<file path="config.mk">
export PLATFORM = sky130hd
export DESIGN_NAME = pattern_detect_ctrl_flat
export DESIGN_NICKNAME = d
export VERILOG_FILES = /design/src/rtl/pattern_detect_ctrl_if.sv /design/src/rtl/pattern_detect_ctrl.sv /design/src/flat_wrapper.sv
export SDC_FILE = /design/constraint.sdc
export NUM_CORES = 1
export LEC_CHECK = 0
export ABC_AREA = 1
export BUFFER_PORTS_ARGS = -buffer_cell sky130_fd_sc_hd__buf_2
export CAP_MARGIN = 20
export CORE_ASPECT_RATIO = 2
export CORE_UTILIZATION = 45
export DETAILED_ROUTE_END_ITERATION = 8
export GPL_ROUTABILITY_DRIVEN = 0
export PLACE_DENSITY = 0.73
export SYNTH_ARGS = -nofsm -noshare
export SYNTH_HDL_FRONTEND = slang
export SYNTH_SLANG_ARGS = --single-unit
</file>
<file path="constraint.sdc">
create_clock -name i_clk -period 6.6 [get_ports i_clk]
set_input_delay 1.98 -clock i_clk [delete_from_list [all_inputs] [get_ports i_clk]]
set_output_delay 1.98 -clock i_clk [all_outputs]
set_load 0.1 [all_outputs]
</file>
<file path="src/rtl/pattern_detect_ctrl_if.sv">
// Bundles the serial stream, configuration handshake and match-event stream of
// pattern_detect_ctrl; master drives the requests, slave is the controller side.
interface pattern_detect_ctrl_if #(
    parameter int PAT_W = 8,
    parameter int CNT_W = 16
);
    localparam int LEN_W = $clog2(PAT_W) + 1;

    logic             x;
    logic             x_vld;
    logic             z;
    logic             cfg_vld;
    logic             cfg_rdy;
    logic [PAT_W-1:0] cfg_pat;
    logic [LEN_W-1:0] cfg_len;
    logic             cfg_ovl;
    logic             evt_vld;
    logic             evt_rdy;
    logic [CNT_W-1:0] evt_cnt;
    logic [CNT_W-1:0] match_cnt;
    logic             ovr;
    logic             clr_cnt;

    modport master (
        output x, x_vld, cfg_vld, cfg_pat, cfg_len, cfg_ovl, evt_rdy, clr_cnt,
        input  z, cfg_rdy, evt_vld, evt_cnt, match_cnt, ovr
    );

    modport slave (
        input  x, x_vld, cfg_vld, cfg_pat, cfg_len, cfg_ovl, evt_rdy, clr_cnt,
        output z, cfg_rdy, evt_vld, evt_cnt, match_cnt, ovr
    );
endinterface

</file>
<file path="src/rtl/pattern_detect_ctrl.sv">
// Programmable Mealy serial pattern detector with overlap control, saturating
// match counter and a handshaked match-event stream with sticky overrun flag.
module pattern_detect_ctrl #(
    parameter int               PAT_W   = 8,
    parameter int               CNT_W   = 16,
    parameter logic [PAT_W-1:0] DEF_PAT = 8'h79,
    parameter int               DEF_LEN = 7,
    parameter bit               DEF_OVL = 1'b1
) (
    input  logic                 i_clk,
    input  logic                 i_rst_n,
    pattern_detect_ctrl_if.slave io_bus
);
    localparam int               LEN_W   = $clog2(PAT_W) + 1;
    localparam logic [LEN_W-1:0] LEN_MAX = LEN_W'(PAT_W);
    localparam logic [CNT_W-1:0] CNT_MAX = '1;

    typedef enum logic [0:0] {ST_RUN, ST_FLUSH} state_t;

    state_t           r_state;
    state_t           w_state_next;
    logic [PAT_W-1:0] r_pat;
    logic [LEN_W-1:0] r_len;
    logic             r_ovl;
    logic [PAT_W-1:0] r_hist;
    logic [LEN_W-1:0] r_fill;
    logic [CNT_W-1:0] r_cnt;
    logic             r_evt_vld;
    logic [CNT_W-1:0] r_evt_cnt;
    logic             r_ovr;

    logic             w_run;
    logic             w_cfg_acc;
    logic [LEN_W-1:0] w_cfg_len;
    logic [PAT_W-1:0] w_win;
    logic [PAT_W-1:0] w_mask;
    logic             w_match;
    logic [LEN_W-1:0] w_fill_inc;
    logic [CNT_W-1:0] w_cnt_next;
    logic             w_evt_take;

    // FSM: RUN accepts config, FLUSH is a single cycle that discards history.
    always_ff @(posedge i_clk or negedge i_rst_n) begin
        if (!i_rst_n) begin
            r_state <= ST_RUN;
        end else begin
            r_state <= w_state_next;
        end
    end

    always_comb begin
        w_state_next = r_state;
        w_run        = 1'b0;
        case (r_state)
            ST_RUN: begin
                w_run = 1'b1;
                if (io_bus.cfg_vld) begin
                    w_state_next = ST_FLUSH;
                end
            end
            ST_FLUSH: w_state_next = ST_RUN;
            default:  w_state_next = ST_RUN;
        endcase
    end

    assign io_bus.cfg_rdy = w_run;
    assign w_cfg_acc      = w_run & io_bus.cfg_vld;

    always_comb begin
        w_cfg_len = io_bus.cfg_len;
        if (io_bus.cfg_len == '0) begin
            w_cfg_len = LEN_W'(1);
        end else if (io_bus.cfg_len > LEN_MAX) begin
            w_cfg_len = LEN_MAX;
        end
    end

    // Only the low r_len bits of the window take part in the compare.
    generate
        for (genvar gi = 0; gi < PAT_W; gi++) begin : g_mask
            assign w_mask[gi] = (LEN_W'(gi) < r_len);
        end
    endgenerate

    assign w_win   = {r_hist[PAT_W-2:0], io_bus.x};
    assign w_match = w_run & io_bus.x_vld
                   & (r_fill >= (r_len - LEN_W'(1)))
                   & ((w_win & w_mask) == (r_pat & w_mask));
    assign io_bus.z = w_match & i_rst_n;

    assign w_fill_inc = (r_fill == LEN_MAX) ? r_fill : r_fill + LEN_W'(1);

    always_comb begin
        w_cnt_next = r_cnt;
        if (io_bus.clr_cnt) begin
            w_cnt_next = '0;
        end else if (w_match && (r_cnt != CNT_MAX)) begin
            w_cnt_next = r_cnt + CNT_W'(1);
        end
    end

    assign w_evt_take = ~r_evt_vld | io_bus.evt_rdy;

    always_ff @(posedge i_clk or negedge i_rst_n) begin
        if (!i_rst_n) begin
            r_pat <= DEF_PAT;
            r_len <= LEN_W'(DEF_LEN);
            r_ovl <= DEF_OVL;
        end else if (w_cfg_acc) begin
            r_pat <= io_bus.cfg_pat;
            r_len <= w_cfg_len;
            r_ovl <= io_bus.cfg_ovl;
        end
    end

    // A non-overlapping match restarts the history so the next match needs len fresh bits.
    always_ff @(posedge i_clk or negedge i_rst_n) begin
        if (!i_rst_n) begin
            r_hist <= '0;
            r_fill <= '0;
        end else if (r_state == ST_FLUSH) begin
            r_hist <= '0;
            r_fill <= '0;
        end else if (w_run && io_bus.x_vld) begin
            if (w_match && !r_ovl) begin
                r_hist <= '0;
                r_fill <= '0;
            end else begin
                r_hist <= w_win;
                r_fill <= w_fill_inc;
            end
        end
    end

    always_ff @(posedge i_clk or negedge i_rst_n) begin
        if (!i_rst_n) begin
            r_cnt     <= '0;
            r_evt_vld <= 1'b0;
            r_evt_cnt <= '0;
            r_ovr     <= 1'b0;
        end else begin
            r_cnt <= w_cnt_next;
            if (io_bus.clr_cnt) begin
                r_ovr <= 1'b0;
            end else if (w_match && !w_evt_take) begin
                r_ovr <= 1'b1;
            end
            if (w_match) begin
                if (w_evt_take) begin
                    r_evt_vld <= 1'b1;
                    r_evt_cnt <= w_cnt_next;
                end
            end else if (r_evt_vld && io_bus.evt_rdy) begin
                r_evt_vld <= 1'b0;
            end
        end
    end

    assign io_bus.match_cnt = r_cnt;
    assign io_bus.evt_vld   = r_evt_vld;
    assign io_bus.evt_cnt   = r_evt_cnt;
    assign io_bus.ovr       = r_ovr;
endmodule

</file>
<file path="src/flat_wrapper.sv">
// flat-port wrapper written by rule: the top's interface ports become plain ports
module pattern_detect_ctrl_flat 
#(
    parameter int               PAT_W   = 8,
    parameter int               CNT_W   = 16,
    parameter logic [PAT_W-1:0] DEF_PAT = 8'h79,
    parameter int               DEF_LEN = 7,
    parameter bit               DEF_OVL = 1'b1
)
  (i_clk, i_rst_n, io_bus_x, io_bus_x_vld, io_bus_cfg_vld, io_bus_cfg_pat, io_bus_cfg_len, io_bus_cfg_ovl, io_bus_evt_rdy, io_bus_clr_cnt, io_bus_z, io_bus_cfg_rdy, io_bus_evt_vld, io_bus_evt_cnt, io_bus_match_cnt, io_bus_ovr);
  pattern_detect_ctrl_if #(.PAT_W(PAT_W), .CNT_W(CNT_W)) io_bus_i ();
  input  logic i_clk;
  input  logic i_rst_n;
  input wire logic [$bits(io_bus_i.x)-1:0] io_bus_x;
  input wire logic [$bits(io_bus_i.x_vld)-1:0] io_bus_x_vld;
  input wire logic [$bits(io_bus_i.cfg_vld)-1:0] io_bus_cfg_vld;
  input wire logic [$bits(io_bus_i.cfg_pat)-1:0] io_bus_cfg_pat;
  input wire logic [$bits(io_bus_i.cfg_len)-1:0] io_bus_cfg_len;
  input wire logic [$bits(io_bus_i.cfg_ovl)-1:0] io_bus_cfg_ovl;
  input wire logic [$bits(io_bus_i.evt_rdy)-1:0] io_bus_evt_rdy;
  input wire logic [$bits(io_bus_i.clr_cnt)-1:0] io_bus_clr_cnt;
  output wire logic [$bits(io_bus_i.z)-1:0] io_bus_z;
  output wire logic [$bits(io_bus_i.cfg_rdy)-1:0] io_bus_cfg_rdy;
  output wire logic [$bits(io_bus_i.evt_vld)-1:0] io_bus_evt_vld;
  output wire logic [$bits(io_bus_i.evt_cnt)-1:0] io_bus_evt_cnt;
  output wire logic [$bits(io_bus_i.match_cnt)-1:0] io_bus_match_cnt;
  output wire logic [$bits(io_bus_i.ovr)-1:0] io_bus_ovr;
  assign io_bus_i.x = io_bus_x;
  assign io_bus_i.x_vld = io_bus_x_vld;
  assign io_bus_i.cfg_vld = io_bus_cfg_vld;
  assign io_bus_i.cfg_pat = io_bus_cfg_pat;
  assign io_bus_i.cfg_len = io_bus_cfg_len;
  assign io_bus_i.cfg_ovl = io_bus_cfg_ovl;
  assign io_bus_i.evt_rdy = io_bus_evt_rdy;
  assign io_bus_i.clr_cnt = io_bus_clr_cnt;
  assign io_bus_z = io_bus_i.z;
  assign io_bus_cfg_rdy = io_bus_i.cfg_rdy;
  assign io_bus_evt_vld = io_bus_i.evt_vld;
  assign io_bus_evt_cnt = io_bus_i.evt_cnt;
  assign io_bus_match_cnt = io_bus_i.match_cnt;
  assign io_bus_ovr = io_bus_i.ovr;
  pattern_detect_ctrl #(.PAT_W(PAT_W), .CNT_W(CNT_W), .DEF_PAT(DEF_PAT), .DEF_LEN(DEF_LEN), .DEF_OVL(DEF_OVL)) u_core (.i_clk(i_clk), .i_rst_n(i_rst_n), .io_bus(io_bus_i));
endmodule
</file>
==> impl_metrics.yaml, run 1 <==
global_route:
  largest_net_degree_at_the_start_of_global_routing: 60
  first_global_vias: 3086
  global_route.usage.total_pct: 22.3
  antenna_violations_before_repair: 0
  grt_pass1_wl_mm: 14.0
  grt-ovfl-total: 0
power:
  max-vdd-ir-drop_mv: 0.237
  share_clk_of_total_power_pct: 44.6
  power_report.internal_total_uw: 783
  p_sw_share_pct: 28.8
  p_sw_uw: 317
  seq_power_share_pct: 37.6
  totalPowerFinal_mw: 1.10
  pwr_density_cell_nw_per_um2: 264
  share_comb_of_total_power_pct: 17.7
  cellLeakagePower_nw: 2.23
floorplanning:
  ios: 56
  design.die.area_sq_um: 8310
  rows: 45
  core_sq_um: 7660
  effective_utilization_at_floorplan_pct: 46.6
  vertical_die_dimension_microns: 128
  die_width_microns: 65.0
final_layout:
  nNetsFinal: 521
  post_route_cells_drive_above_1_share_pct: 26.2
  stdcell_count: 590
  stdcell_area_sq_um: 4170
  layout.core_utilization_pct: 54.5
  areaGrowthSynthToFinish_pct: 16.9
  antennaDiodeCount: 0
logic_synthesis:
  synthArstFlopShare_pct: 100
  syn_nets: 465
  yosysTopAreaCellShare_pct: 35.1
  synth.top_cells.by_area: "sky130_fd_sc_hd__dfrtp_1 (35%), sky130_fd_sc_hd__nand2_1 (14%), sky130_fd_sc_hd__dfstp_2 (6.6%)"
  synth.yosys.seq_area_share_pct: 41.7
  synth_ff_type: "sky130_fd_sc_hd__dfrtp_1"
  yosys_warnings: 0
  syn_area_per_cell_sq_um: 8.20
  synth_cell_type_count: 32
  synthesis.instances: 435
  synthesized_area_sq_um: 3570
  register_bit_count_reported_by_yosys: 59
  synth_area_leader_cell: "sky130_fd_sc_hd__dfrtp_1"
  synth_enable_flop_cells: 0
clock_tree:
  cts_made_buffers: 9
  holdBufCountCts: 0
  clockRootBuffer: "sky130_fd_sc_hd__clkbuf_16"
  cts.clk_slew.worst_paths_ps: 50
  post_cts.repair.setup_buffers: 0
  clock_insertion_delay_worst_skew_ps: 330
  cts-htree-levels: 3
  clock_tree.buffer_depth: 2
  tritoncts: "done"
  clock_sinks: 59
  cts_resized: 0
sta:
  max_slew_violations: 0
  max_freq_ghz: 0.190
  max_slew_margin_pct: 49.1
  timing.clock.skew_ps: 5.41
  fin_worst_hold_slack_ps: 474
  timing.setup.tns_ps: 0
  rsz0062_at_grt: "no"
  setup_viol_count_final: 0
  tightestPinTransition_ps: 764
  period_needed_ps: 5260
  setup_ws_ps: 1340
  finalCritPeriodShare_pct: 79.7
  finalHoldViolations: 0
worst_setup_path:
  critical-path-top-delay-family: "buffers and inverters"
  timing.setup.critical_path_class: "input port to output port"
  worstSetupStartpointType: "input port"
  critical_path.cell_chain: "buf_2, inv_1, nor2_4, nand2_4, inv_2, nand3_4, nor2_1, buf_2"
  worst_path_max_delay_cell: "sky130_fd_sc_hd__buf_2"
  cp.required_ps: 4620
  cp.arrival_ps: 3280
  path_buf_inv: 4
  crit_path_end_kind: "output port"
  cpMostUsedCell: "sky130_fd_sc_hd__buf_2"
  highest_fanout_seen_on_the_critical_path: 8
  max_stage_delay_ps: 430
placement:
  port-buffer-count: 55
  postPlaceCellArea_sq_um: 3860
  detailed_place_hpwl_mm: 6.12
  placedCellCount: 574
  placement.setup.worst_slack_ps: 1310
routing:
  antenna_left: 0
  routed_wire_length_mm: 8.35
  first_pass_iters: 4
  drt-vias-per-instance: 5.17
  first_iter_violations: 246
  via_count: 3049
  drc: 0
  route.detailed.wl_per_inst_microns: 14.2
flow_run:
  max_cap_viol_count: 0
hold_path:
  min_path_type: "register to register"
run_status:
  outcome: "finished, final reports clean"
==> power groups by stage <==
stage / Clock (mW) / Sequential, mW / Combinational, mW
5_1_grt: 0.513 / 0.417 / 0.220
3_3_place_gp: 0 / 0.419 / 0.186
3_5_place_dp: 0 / 0.420 / 0.195
4_1_cts: 0.502 / 0.414 / 0.197
6_report: 0.491 / 0.414 / 0.195
2_1_floorplan: 0 / 0.415 / 0.152
==> synth_stat cells, types with 2 or more instances <==
master                     instances
sky130_fd_sc_hd__dfrtp_1          50
sky130_fd_sc_hd__xor2_1           10
sky130_fd_sc_hd__nor2_4            3
sky130_fd_sc_hd__nand2_1         130
sky130_fd_sc_hd__nor3_1            2
sky130_fd_sc_hd__nand3_2          13
sky130_fd_sc_hd__xnor2_1           6
sky130_fd_sc_hd__ha_1             10
sky130_fd_sc_hd__nand3_1          42
sky130_fd_sc_hd__nor2_2            2
sky130_fd_sc_hd__nand4_1           4
sky130_fd_sc_hd__nand2_2          16
sky130_fd_sc_hd__clkbuf_1          4
sky130_fd_sc_hd__nor2_8            4
sky130_fd_sc_hd__dfstp_2           9
sky130_fd_sc_hd__nand2_4           6
sky130_fd_sc_hd__a21oi_1          18
sky130_fd_sc_hd__o22ai_1           3
sky130_fd_sc_hd__inv_1            45
sky130_fd_sc_hd__nand4_4           2
sky130_fd_sc_hd__inv_2             3
sky130_fd_sc_hd__buf_6             4
sky130_fd_sc_hd__o21ai_0          17
sky130_fd_sc_hd__nor2_1           24
==> cell families (layout without fill, tap and decap cells) <==
logic type               Yosys count  in the layout  synth area share (%)
AND/OR/NAND/NOR                  250            250                  36.9
buffers and inverters             61            122                  8.38
flip-flops                        59             59                  41.7
AO/OA/AOI/OAI                     39             39                  5.65
XOR/XNOR                          16             16                  3.93
adder cells (fa/ha/maj)           10             10                  3.51
==> tightest hold or removal path, cell delays in order (launching register included) <==
cell and delay [ps]:
sky130_fd_sc_hd__dfrtp_1 340, sky130_fd_sc_hd__nand2_1 50, sky130_fd_sc_hd__nand2_1 50
==> placed cells by master, fill, tap and decap left out, types with 2 or more instances in the layout <==
cell type                   instances
sky130_fd_sc_hd__bufinv_16          2
sky130_fd_sc_hd__nor3_1             2
sky130_fd_sc_hd__nor2_8             4
sky130_fd_sc_hd__nor2_4             3
sky130_fd_sc_hd__dfrtp_1           50
sky130_fd_sc_hd__inv_1             45
sky130_fd_sc_hd__buf_2             55
sky130_fd_sc_hd__clkbuf_16          9
sky130_fd_sc_hd__nand4_1            4
sky130_fd_sc_hd__o21ai_0           17
sky130_fd_sc_hd__nand3_1           42
sky130_fd_sc_hd__clkinv_2           2
sky130_fd_sc_hd__inv_2              3
sky130_fd_sc_hd__nand3_2           13
sky130_fd_sc_hd__ha_1              10
sky130_fd_sc_hd__nand2_1          130
sky130_fd_sc_hd__a21oi_1           18
sky130_fd_sc_hd__nand2_4            6
sky130_fd_sc_hd__xor2_1            10
sky130_fd_sc_hd__o22ai_1            3
sky130_fd_sc_hd__nand4_4            2
sky130_fd_sc_hd__nor2_1            24
sky130_fd_sc_hd__clkbuf_1           2
sky130_fd_sc_hd__xnor2_1            6
sky130_fd_sc_hd__nor2_2             2
sky130_fd_sc_hd__dfstp_2            9
sky130_fd_sc_hd__nand2_2           16
==> registers in the layout, indices dropped and copies added (netlist names) <==
name	flops
u_core.r_pat	8
u_core.io_bus.ovr	1
u_core.r_hist	7
u_core.r_fill	4
u_core.io_bus.match_cnt	16
u_core.io_bus.evt_cnt	16
u_core.r_ovl	1
u_core.io_bus.evt_vld	1
u_core.r_len	4
u_core.r_state	1
==> worst paths after layout <==
| path | slack (ps) | depth (start not counted) | to | from |
|---|---|---|---|---|
| setup / recovery | 1340 | 8 | io_bus_z | io_bus_x_vld |
| hold / removal | 470 | 2 | u_core.io_bus.evt_cnt[3] | u_core.io_bus.evt_cnt[3] |
| setup reg to reg | 3970 | 15 | u_core.io_bus.evt_cnt[12] | u_core.r_len[0] |
| hold reg to reg | 470 | 2 | u_core.io_bus.evt_cnt[3] | u_core.io_bus.evt_cnt[3] |
| max in group asynchronous | 4250 | 2 | u_core.r_hist[5] | i_rst_n |
| min in group asynchronous | 1820 | 2 | u_core.io_bus.evt_cnt[2] | i_rst_n |
==> layer usage <==
layer | GRT usage [%] | vias up | wire (microns)
met5 | 0 | - | 0
met4 | 12.0 | 0 | 300
met3 | 4.18 | 23 | 278
met2 | 41.4 | 80 | 4660
met1 | 22.5 | 1450 | 3110
li1 | - | 1496 | -
==> final cells by class <==
| type | instances | area [sq um] |
|---|---|---|
| multi-input cells | 315 | 1780 |
| clock buffers | 11 | 233 |
| well taps | 94 | 118 |
| inverters | 50 | 190 |
| flip-flops and latches | 59 | 1490 |
| clock inverters | 5 | 77.6 |
| fillers | 750 | 3490 |
| repair buffers | 56 | 283 |
Note: power is estimated with default switching activity, not from simulation.
==> run 2: changes to the inputs <==
- clock period: 6.6 -> 5.1 ns (I/O delays scaled with it)
==> impl_metrics.yaml, run 2 (synthesis gave the netlist of run 1 again) <==
worst_setup_path:
  worst_path_max_delay_cell: "sky130_fd_sc_hd__buf_2"
  critical_path.cell_chain: "buf_2, inv_1, nor2_4, nand2_4, inv_2, nand3_4, nor2_1, buf_2"
  max_stage_delay_ps: 430
  crit_path_end_kind: "output port"
  r2r_end: "u_core.io_bus.evt_cnt[4]"
  highest_fanout_seen_on_the_critical_path: 8
  critical_path.reg2reg.startpoint: "u_core.r_len[0]"
  cp.arrival_ps: 2860
  ff2ff_setup_slack_ps: 2450
  cp.required_ps: 3570
  worstSetupStartpointType: "input port"
  timing.setup.critical_path_class: "input port to output port"
  worst_r2r_path_depth: 15
  path_buf_inv: 4
  critical-path-top-delay-family: "buffers and inverters"
  cpMostUsedCell: "sky130_fd_sc_hd__buf_2"
power:
  share_clk_of_total_power_pct: 45.3
  max-vdd-ir-drop_mv: 0.210
  seq_power_share_pct: 37.2
  cellLeakagePower_nw: 2.24
  p_sw_share_pct: 28.9
  pwr_density_cell_nw_per_um2: 345
  totalPowerFinal_mw: 1.44
  share_comb_of_total_power_pct: 17.5
  power_report.internal_total_mw: 1.02
  p_sw_uw: 415
global_route:
  grt_use_met2_pct: 43.7
  largest_net_degree_at_the_start_of_global_routing: 60
  antenna_violations_before_repair: 0
  grt-ovfl-total: 0
  first_global_vias: 3151
  gr-usage-met1_pct: 22.6
  top_usage_layer: "met2"
  grt.met3_usage_pct: 4.89
  global_route.usage.total_pct: 23.0
  grt_pass1_wl_mm: 14.4
routing:
  antenna_left: 0
  routed_wire_length_mm: 8.50
  drt-vias-per-instance: 5.23
  drc: 0
  first_pass_iters: 5
  first_iter_violations: 347
  via_count: 3081
  route.detailed.wl_per_inst_microns: 14.4
sta:
  timing.clock.skew_ps: 5.38
  period_needed_ps: 4390
  finalHoldViolations: 0
  setup_ws_ps: 714
  max_slew_margin_pct: 49.0
  timing.setup.tns_ps: 0
  rsz0062_at_grt: "no"
  fin_worst_hold_slack_ps: 476
  max_freq_ghz: 0.228
  tightestPinTransition_ps: 766
  finalCritPeriodShare_pct: 86.0
  max_slew_violations: 0
  setup_viol_count_final: 0
flow_run:
  max_cap_viol_count: 0
final_layout:
  layout_commonest_cell: "sky130_fd_sc_hd__nand2_1"
  nNetsFinal: 521
  stdcell_count: 589
  post_route_cells_drive_above_1_share_pct: 26.5
  antennaDiodeCount: 0
  stdcell_area_sq_um: 4180
  layout.core_utilization_pct: 54.5
  areaGrowthSynthToFinish_pct: 17.0
  layout_common_cells: "sky130_fd_sc_hd__nand2_1 (130), sky130_fd_sc_hd__buf_2 (55), sky130_fd_sc_hd__dfrtp_1 (50)"
clock_tree:
  tritoncts: "done"
  cts-htree-levels: 3
  clock_insertion_delay_worst_skew_ps: 330
  post_cts.repair.setup_buffers: 0
  clock_sinks: 59
  cts_made_buffers: 9
  holdBufCountCts: 0
  cts_resized: 0
  clockRootBuffer: "sky130_fd_sc_hd__clkbuf_16"
  clock_tree.buffer_depth: 2
  cts.clk_slew.worst_paths_ps: 50
placement:
  postPlaceCellArea_sq_um: 3860
  detailed_place_hpwl_mm: 6.16
  placedCellCount: 574
  port-buffer-count: 55
  placement.setup.worst_slack_ps: 692
floorplanning:
  vertical_die_dimension_microns: 128
  ios: 56
  die_width_microns: 65.0
  core_sq_um: 7660
  design.die.area_sq_um: 8310
  effective_utilization_at_floorplan_pct: 46.6
  rows: 45
run_status:
  outcome: "finished, final reports clean"
hold_path:
  min-delay-start: "u_core.io_bus.evt_cnt[3]"
  whs_endpoint: "u_core.io_bus.evt_cnt[3]"
  min_path_type: "register to register"
  worstHoldPathCells: 2
==> run 2: changes by cell type in the layout (fill, tap and decap cells not counted) <==
cell                       previous run  this run
sky130_fd_sc_hd__clkbuf_1             2         0
sky130_fd_sc_hd__clkbuf_8             0         1
==> run 2: power groups by stage <==
stage	registers, mW	clock network [mW]	logic, mW
after global placement	0.541	0	0.240
after CTS	0.535	0.665	0.255
after floorplan	0.538	0	0.196
after detailed placement	0.542	0	0.251
final	0.535	0.652	0.252
after global routing	0.538	0.685	0.284
==> run 2: area by class of cell <==
class / instances / area [sq um]
fill: 755 / 3480
multi-input combinational: 315 / 1780
sequential: 59 / 1490
timing repair buffer: 56 / 283
clock buffer: 10 / 239
inverter: 50 / 190
tap: 94 / 118
clock inverter: 5 / 77.6
==> run 2: worst register-to-register path, stage by stage (launching register included) <==
cell                      delay, ps
sky130_fd_sc_hd__dfstp_2        550
sky130_fd_sc_hd__inv_1           80
sky130_fd_sc_hd__ha_1           240
sky130_fd_sc_hd__xnor2_1        140
sky130_fd_sc_hd__ha_1           290
sky130_fd_sc_hd__nand2_1         50
sky130_fd_sc_hd__inv_1           50
sky130_fd_sc_hd__nand2_1         70
sky130_fd_sc_hd__nand3_2         80
sky130_fd_sc_hd__nand2_4         70
sky130_fd_sc_hd__inv_2          150
sky130_fd_sc_hd__nand3_4        130
sky130_fd_sc_hd__nor2_8         280
sky130_fd_sc_hd__inv_4          170
sky130_fd_sc_hd__nand2_1        100
sky130_fd_sc_hd__nand2_1         60
==> run 2: worst max-delay path by stage <==
stage                          startpoint       end  slack, ps  depth (start not counted)
after floorplan              io_bus_x_vld  io_bus_z        200                          6
after CTS                    io_bus_x_vld  io_bus_z        690                          8
after detailed placement     io_bus_x_vld  io_bus_z        690                          8
after global placement       io_bus_x_vld  io_bus_z        740                          8
final                        io_bus_x_vld  io_bus_z        710                          8
after global routing      u_core.r_len[0]  io_bus_z        600                         13
==> run 2: routing by layer <==
metal	vias to the layer above	share of wire, %	wire length, microns
li1	1498	-	-
met1	1476	36	3040
met2	87	58	4930
met3	20	3.6	305
met4	0	2.6	221
met5	-	0	0
==> run 3: changes to the inputs <==
- PLACE_DENSITY: 0.73 -> 0.66
==> impl_metrics.yaml, run 3 (synthesis gave the netlist of run 1 again) <==
clock_tree:
  clockRootBuffer: "sky130_fd_sc_hd__clkbuf_16"
  holdBufCountCts: 0
  clock_sinks: 59
  tritoncts: "done"
  cts-htree-levels: 3
  cts.clk_slew.worst_paths_ps: 50
  clock_tree.buffer_depth: 2
  cts_made_buffers: 9
  post_cts.repair.setup_buffers: 0
  cts_resized: 0
  clock_insertion_delay_worst_skew_ps: 330
routing:
  wl_met2_mm: 4.85
  first_pass_iters: 4
  first_iter_violations: 187
  dr_wl_met3_microns: 270
  routedLengthMet1_mm: 2.97
  route.detailed.wl_per_inst_microns: 14.1
  route.top_layer_used: "met4"
  antenna_left: 0
  via_count: 3002
  drt-vias-per-instance: 5.09
  drc: 0
  routed_wire_length_mm: 8.32
worst_setup_path:
  ff2ff_setup_slack_ps: 2470
  critical_path.reg2reg.startpoint: "u_core.r_len[0]"
  path_buf_inv: 4
  cp_num_cells: 8
  crit_path_end: "io_bus_z"
  cp.required_ps: 3570
  critical_path.cell_chain: "buf_2, inv_1, nor2_4, nand2_4, inv_2, nand3_4, nor2_1, buf_2"
  timing.setup.critical_path_class: "input port to output port"
  worst_path_max_delay_cell: "sky130_fd_sc_hd__buf_2"
  max_stage_delay_ps: 430
  cpMostUsedCell: "sky130_fd_sc_hd__buf_2"
  r2r_end: "u_core.io_bus.evt_cnt[3]"
  critical-path-top-delay-family: "buffers and inverters"
  crit_path_end_kind: "output port"
  worstSetupStartpointType: "input port"
  cp.arrival_ps: 2830
  critPathLaunch: "io_bus_x_vld"
  highest_fanout_seen_on_the_critical_path: 8
  worst_r2r_path_depth: 15
sta:
  finalCritPeriodShare_pct: 85.6
  rsz0062_at_grt: "no"
  period_needed_ps: 4360
  setup_ws_ps: 735
  tightestPinTransition_ps: 743
  timing.clock.skew_ps: 6.77
  setup_viol_count_final: 0
  max_slew_violations: 0
  finalHoldViolations: 0
  timing.setup.tns_ps: 0
  fin_worst_hold_slack_ps: 475
  max_freq_ghz: 0.229
  max_slew_margin_pct: 50.4
final_layout:
  areaGrowthSynthToFinish_pct: 17.4
  stdcell_count: 590
  nNetsFinal: 521
  layout_commonest_cell: "sky130_fd_sc_hd__nand2_1"
  antennaDiodeCount: 0
  post_route_cells_drive_above_1_share_pct: 26.6
  layout_common_cells: "sky130_fd_sc_hd__nand2_1 (130), sky130_fd_sc_hd__buf_2 (55), sky130_fd_sc_hd__dfrtp_1 (50)"
floorplanning:
  effective_utilization_at_floorplan_pct: 46.6
  design.die.area_sq_um: 8310
  ios: 56
  vertical_die_dimension_microns: 128
  rows: 45
  die_width_microns: 65.0
  core_sq_um: 7660
power:
  pwr_density_cell_nw_per_um2: 345
  cellLeakagePower_nw: 2.25
  max-vdd-ir-drop_mv: 0.247
  totalPowerFinal_mw: 1.45
global_route:
  largest_net_degree_at_the_start_of_global_routing: 60
  first_global_vias: 3072
  grt-ovfl-total: 0
  antenna_violations_before_repair: 0
  global_route.usage.total_pct: 22.6
  grt_pass1_wl_mm: 13.9
flow_run:
  max_cap_viol_count: 0
hold_path:
  min_path_type: "register to register"
  worstHoldPathCells: 2
placement:
  port-buffer-count: 55
  detailed_place_hpwl_mm: 6.18
  placement.setup.worst_slack_ps: 717
  placedCellCount: 574
run_status:
  outcome: "finished, final reports clean"
-- run 3: changes by cell type in the layout (fill, tap and decap cells not counted) --
cell	before	now
sky130_fd_sc_hd__clkbuf_8	1	2
sky130_fd_sc_hd__clkinv_2	2	3
sky130_fd_sc_hd__clkinvlp_4	1	0
-- run 3: worst min-delay path, stage by stage (launching register included) --
cell	delay, ps
sky130_fd_sc_hd__dfrtp_1	340
sky130_fd_sc_hd__nand2_1	50
sky130_fd_sc_hd__nand2_1	50
-- run 3: worst min path at each step --
stage	start	endpoint	slack [ps]
6_report	u_core.io_bus.evt_cnt[1]	u_core.io_bus.evt_cnt[1]	470
5_1_grt	u_core.io_bus.evt_cnt[1]	u_core.io_bus.evt_cnt[1]	510
4_1_cts	u_core.io_bus.evt_cnt[4]	u_core.io_bus.evt_cnt[4]	480
3_5_place_dp	u_core.io_bus.evt_cnt[4]	u_core.io_bus.evt_cnt[4]	460
3_3_place_gp	u_core.io_bus.evt_cnt[3]	u_core.io_bus.evt_cnt[3]	460
2_1_floorplan	u_core.r_pat[4]	u_core.r_pat[4]	480
-- run 3: per-layer routing --
layer / up-vias / GRT usage (%)
met4: 0 / 13.7
met1: 1432 / 21.2
met5: - / 0
li1: 1496 / -
met3: 16 / 4.63
met2: 58 / 42.9
-- run 3: cell type report --
class / count / area, sq um
clock buffers: 11 / 253
clock inverters: 5 / 75.1
fillers: 760 / 3470
well taps: 94 / 118
repair buffers: 56 / 283
multi-input cells: 315 / 1780
inverters: 50 / 190
flip-flops and latches: 59 / 1490
-- run 3: through the flow --
step	cell area (sq um)	utilization, %
final	4190	54.7
after global routing	4190	54.7
after CTS	4190	54.7
after detailed placement	3860	50.4
after global placement	3860	50.4
after floorplan	3570	-
-- run 3: power by group --
| part | total [mW] | internal, mW | switching (mW) | leakage, nW |
|---|---|---|---|---|
| sequential | 0.534 | 0.503 | 0.0309 | 0.778 |
| clock | 0.661 | 0.451 | 0.210 | 0.165 |
| combinational | 0.250 | 0.0852 | 0.165 | 1.31 |
